### src/rtl/vec_mem_seq_pkg.sv
// Shared vector-unit definitions: lane geometry and the memory sequencer state encoding.
// Used by the vector register file, the vector ALU and vec_mem_seq.
package vec_mem_seq_pkg;

  localparam int VEC_LANES  = 5;
  localparam int VEC_STRIDE = 4;
  localparam int LANE_W     = 3;

  typedef enum logic [1:0] {
    ST_IDLE = 2'd0,
    ST_XFER = 2'd1,
    ST_FIN  = 2'd2
  } vec_mem_state_t;

  // Byte address of a lane; wraps modulo 2^32.
  function automatic logic [31:0] lane_addr(input logic [31:0]       base,
                                            input logic [LANE_W-1:0] lane,
                                            input int                stride);
    return base + (32'(stride) * 32'(lane));
  endfunction

endpackage

### src/rtl/vec_mem_seq.sv
// Vector load/store sequencer: moves one 32-bit lane per cycle between the
// vector register file and the scalar data memory port.
//
// state | meaning
// IDLE  | waiting for start; misaligned start pulses err next cycle
// XFER  | one lane per cycle, lane 0..LANES-1 ascending
// FIN   | done pulse; ld_we pulse for loads
module vec_mem_seq
  import vec_mem_seq_pkg::*;
#(
  parameter int LANES  = VEC_LANES,
  parameter int STRIDE = VEC_STRIDE
) (
  input  logic        clk,
  input  logic        reset,
  input  logic        start,
  input  logic        is_store,
  input  logic [31:0] base_addr,
  input  logic [31:0] st_data_0,
  input  logic [31:0] st_data_1,
  input  logic [31:0] st_data_2,
  input  logic [31:0] st_data_3,
  input  logic [31:0] st_data_4,
  input  logic [31:0] ReadData,
  output logic [31:0] mem_addr,
  output logic [31:0] mem_wd,
  output logic        mem_we,
  output logic [31:0] ld_data_0,
  output logic [31:0] ld_data_1,
  output logic [31:0] ld_data_2,
  output logic [31:0] ld_data_3,
  output logic [31:0] ld_data_4,
  output logic        ld_we,
  output logic        stall,
  output logic        done,
  output logic        err
);

  localparam logic [LANE_W-1:0] LAST_LANE = LANE_W'(LANES - 1);

  vec_mem_state_t    state;
  logic [LANE_W-1:0] lane_q;
  logic              is_store_q;
  logic [31:0]       base_q;
  logic [31:0]       st_buf [LANES];
  logic [31:0]       ld_q   [LANES];
  logic              err_q;
  logic              aligned;

  assign aligned = (base_addr[1:0] == 2'b00);

  always_ff @(posedge clk) begin
    if (reset) begin
      state      <= ST_IDLE;
      lane_q     <= '0;
      is_store_q <= 1'b0;
      base_q     <= '0;
      err_q      <= 1'b0;
      for (int i = 0; i < LANES; i++) begin
        st_buf[i] <= '0;
        ld_q[i]   <= '0;
      end
    end else begin
      err_q <= 1'b0;
      case (state)
        ST_IDLE: begin
          if (start) begin
            if (aligned) begin
              is_store_q <= is_store;
              base_q     <= base_addr;
              lane_q     <= '0;
              st_buf[0]  <= st_data_0;
              st_buf[1]  <= st_data_1;
              st_buf[2]  <= st_data_2;
              st_buf[3]  <= st_data_3;
              st_buf[4]  <= st_data_4;
              state      <= ST_XFER;
            end else begin
              err_q <= 1'b1;
            end
          end
        end
        ST_XFER: begin
          if (!is_store_q) ld_q[lane_q] <= ReadData;
          if (lane_q == LAST_LANE) state <= ST_FIN;
          else                     lane_q <= lane_q + 1'b1;
        end
        ST_FIN:  state <= ST_IDLE;
        default: state <= ST_IDLE;
      endcase
    end
  end

  // mem_we is masked by reset so an aborted store issues no write in the reset cycle.
  always_comb begin
    mem_addr = '0;
    mem_wd   = '0;
    mem_we   = 1'b0;
    if (state == ST_XFER) begin
      mem_addr = lane_addr(base_q, lane_q, STRIDE);
      mem_we   = is_store_q & ~reset;
      if (is_store_q) mem_wd = st_buf[lane_q];
    end
  end

  assign stall = (state != ST_IDLE) | (start & aligned);
  assign done  = (state == ST_FIN);
  assign ld_we = (state == ST_FIN) & ~is_store_q;
  assign err   = err_q;

  assign ld_data_0 = ld_q[0];
  assign ld_data_1 = ld_q[1];
  assign ld_data_2 = ld_q[2];
  assign ld_data_3 = ld_q[3];
  assign ld_data_4 = ld_q[4];

endmodule

### config.mk
export PLATFORM = sky130hd
export DESIGN_NAME = vec_mem_seq
export DESIGN_NICKNAME = d
export VERILOG_FILES = /design/src/rtl/vec_mem_seq_pkg.sv /design/src/rtl/vec_mem_seq.sv
export SDC_FILE = /design/constraint.sdc
export NUM_CORES = 1
export LEC_CHECK = 0
export BUFFER_PORTS_ARGS = -buffer_cell sky130_fd_sc_hd__buf_2
export CORE_MARGIN = 2
export CORE_UTILIZATION = 52
export DETAILED_ROUTE_END_ITERATION = 6
export GPL_TIMING_DRIVEN = 1
export HOLD_SLACK_MARGIN = 0.12
export MAX_ROUTING_LAYER = met4
export PLACE_DENSITY = 0.84
export SLEW_MARGIN = 5
export SYNTH_ARGS = -nofsm -noshare
export SYNTH_HDL_FRONTEND = slang
export SYNTH_SLANG_ARGS = --single-unit
### constraint.sdc
create_clock -name clk -period 7.9 [get_ports clk]
set_input_delay 0 -clock clk [delete_from_list [all_inputs] [get_ports clk]]
set_output_delay 0 -clock clk [all_outputs]
set_load 0.03 [all_outputs]
==> summary.md <==
| Metric | Value |
|---|---|
| Outcome | completed |
| Ys Warns | 0 |
| Top Family by Delay on Critical Path | simple AND/OR/NAND/NOR gates |
| R2R setup slack | 4.26 ns |
| TritonCTS Buffers | 37 |
| CTS tree | built |
| Unrepaired setup endpoints after global routing | no |
| Post-layout nets | 2080 |
| Global-route wire length before repair | 70010 µm |
| Synth Area in XOR/XNOR | 0.5102% |
| Worst-Skew Late Latency | 0.52 ns |
| Pwr/cell area | 196.0 nW/µm² |
| Critical-path cell list | or3b_1 > or3_1 > buf_4 > nand2b_4 > buf_4 |
| Syn Inst Count | 1115 |
| H-Tree Depth | 2 |
| Synth Area in Adders | 0.5345% |
| Final min period | 3.635 ns |
| Most used flip-flop cell after synthesis | edfxtp_1 |
| Starting Density | 52.41% |
| Share of layout cells above drive strength 1 | 30.49% |
| Avg WL per Cell | 20.80 µm |
| Synth Net Count | 1349 |
| Largest family of logic cells by synthesized area | simple AND/OR/NAND/NOR gates |
| Fin util | 74.90% |
| Post-synthesis mux area share | 6.737% |
| CTS Root Cell | clkbuf_16 |
| Critical path fanouts, max | 84 |
| Reg-to-Reg End | st_buf[4][16] |
| Final count of negative-setup-slack endpoints | 0 |
| Final wirelength | 47120 µm |
| Hold Path End | st_buf[1][0] |
| Die ar. | 31110 µm² |
| Area leader, netlist | edfxtp_1 |
| Number of synthesized register bits | 362 |
| DR iter-0 viols | 1098 |
| GR Util All Layers | 30.48% |
| Max Slew Vio Count | 0 |
| GP Congestion | 0.8866 |
| Vias per inst | 5.476 |
| Clock Pin Slew Worst Setup and Hold Paths | 0.06 ns |
| Class of the worst hold path | in2reg |
| Synth Area in Simple Gates | 19.10% |
| Reg2reg start | state[1] |
| Startpoint types | flip-flop |
| Slew margin rel. | 21.28% |
| Deepest clock path buffer count | 3 |
| Clock Sinks | 362 |
| Routed Antenna Nets | 0 |
| Hold depth | 3 |
| Post-synthesis sequential area ratio | 67.63% |
| Clock skew | 0.01623 ns |
| Die H | 176.4 µm |
| IO Pins | 457 |
| Largest cells by area after synthesis | edfxtp_1 (62%), and2_1 (13%), dfxtp_1 (5.4%), mux4_2 (4.7%), mux2i_1 (2.1%) |
| CP peak stage delay | 0.94 ns |
| Crit. End Element | flip-flop |
| Final period utilization | 46.01% |
| Min-delay src | st_data_1[0] |
| CP required | 8.03 ns |
| Stages on the worst setup path | 5 |
| Final hold violations | 0 |
| Worst vdd ir | 0.0002351 V |
| Fmax | 0.2751 GHz |
| WS Path Type | reg2reg |
| Total gr overflow | 0 |
| DRC | 0 |
| # rows | 63 |
| Core area | 29480 µm² |
| Port Buffers | 456 |
| Largest net degree at the start of global routing | 158 |
| Number of global-route vias before repair | 12720 |
| Mapped Area | 15450 µm² |
| Filler cells | 1621 |
| Average size of a mapped cell | 13.86 µm² |
| Chip width | 176.4 µm |
| Post-synth EDFFs | 320 |
| Top cells by count, synth | and2_1 (322), edfxtp_1 (320), nand2_1 (79), a21oi_1 (52), nor2_1 (49) |
| Most common cell in the netlist | and2_1 |
| Max Cap Viol | 0 |
| Antenna violations before repair | 2 |
| Buf/Inv on CP | 2 |
| Unique masters post-synth | 43 |
| Post-synth top area share | 62.19% |
| Worst-margin pin slew | 1.181 ns |
| Worst reg2reg path depth | 5 |
| Setup tns final | 0 ns |
| Area of the multi-input gates | 4669 µm² |
| HPWL after detailed placement | 25970 µm |
| Most used cell, CP | buf_4 |
| Drt pass-1 iters | 5 |
| Post-synthesis compound-gate area fraction | 3.061% |
| Post-CTS setup buffer count | 0 |
| CP Data Arrival Time | 3.77 ns |
| Slowest cell on crit path | buf_4 |
| Leakage Power | 9.099 nW |
| Reg area | 10450 µm² |
| Vias | 12400 |
| Synth-to-Final Area Change | 42.91% |
| Async SR Flop Fraction | 0% |
==> final cells by class <==
cell class                      instances  area share (%)
Clock buffer                           46           4.539
Tap cell                              390           2.210
Timing Repair Buffer                  759           23.91
Antenna cell                            2         0.02267
Clock inverter                         20          0.7083
Inverter                                7          0.1190
Multi-Input combinational cell        679           21.15
Sequential cell                       362           47.34
==> routing by layer <==
metal / vias to the layer above / routed length, µm / part of all wire (%) / GRT usage [%]
met3: 207 / 4152 / 8.8 / 5.405
met4: 0 / 2643 / 5.6 / 15.81
met1: 5883 / 16830 / 36 / 35.04
met5: - / 0 / 0 / -
li1: 5434 / - / - / -
met2: 879 / 23500 / 50 / 51.44
==> registers in the layout, indices dropped and copies added (netlist names), named ones only <==
| name | flops |
|---|---|
| base_q | 32 |
| err | 1 |
| is_store_q | 1 |
| lane_q | 3 |
| ld_q | 160 |
| st_buf | 160 |
| state | 2 |
==> tightest hold or removal path, cell delays in order <==
cell,delay [ns]
dlygate4sd3_1,0.51
buf_2,0.10
and2_1,0.11
==> power by group <==
| part | leakage [nW] | total (mW) | internal [mW] | switching [mW] |
|---|---|---|---|---|
| logic | 4.86 | 0.430 | 0.196 | 0.234 |
| clock network | 0.567 | 1.69 | 0.970 | 0.723 |
| registers | 3.68 | 2.21 | 2.17 | 0.0368 |
| total | 9.10 | 4.33 | 3.33 | 0.994 |
==> layout by cell type, fill, tap and decap left out, drive strengths merged, types with 10 or more instances in the layout <==
cell / count
mux2i: 32
clkinv: 14
or4: 10
dfxtp: 42
and2: 322
buf: 470
clkbuf: 46
mux4: 32
a21oi: 52
edfxtp: 320
nand2: 79
nor2: 50
dlygate4sd3: 289
==> timing repair <==
item	4_1_cts	5_1_grt
hold endpoints to repair	354	0
hold buffers	289	0
gates resized for setup	0	0
==> cell families after synthesis <==
logic type / Yosys count
and+or+nand+nor: 518
DFF: 362
AOI/OAI and AO/OA: 82
buffers and inverters: 74
muxes: 64
xor gates and xnor gates: 9
adders and majority gates: 6
==> through the flow <==
step	hold WS, ns	setup slack (ns)	std cells	power [mW]	area (µm²)
2_1_floorplan	0.1360	2.385	1115	2.418	15450
3_3_place_gp	0.2504	4.390	1908	2.543	18020
3_5_place_dp	0.2484	4.317	1908	2.554	18020
4_1_cts	0.2719	4.318	2263	4.304	22080
5_1_grt	0.3075	4.067	2265	4.443	22080
6_report	0.3068	4.265	2265	4.327	22080
==> worst max path at each step <==
stage             start             to  slack [ns]
2_1_floorplan  state[1]      flip-flop        2.38
3_3_place_gp   state[1]   st_buf[0][8]        4.39
3_5_place_dp   state[0]   st_buf[2][4]        4.32
4_1_cts        state[1]  st_buf[3][13]        4.32
5_1_grt        state[1]   st_buf[3][7]        4.07
6_report       state[1]  st_buf[4][16]        4.26
No activity file was read; power rests on OpenSTA's default activity.
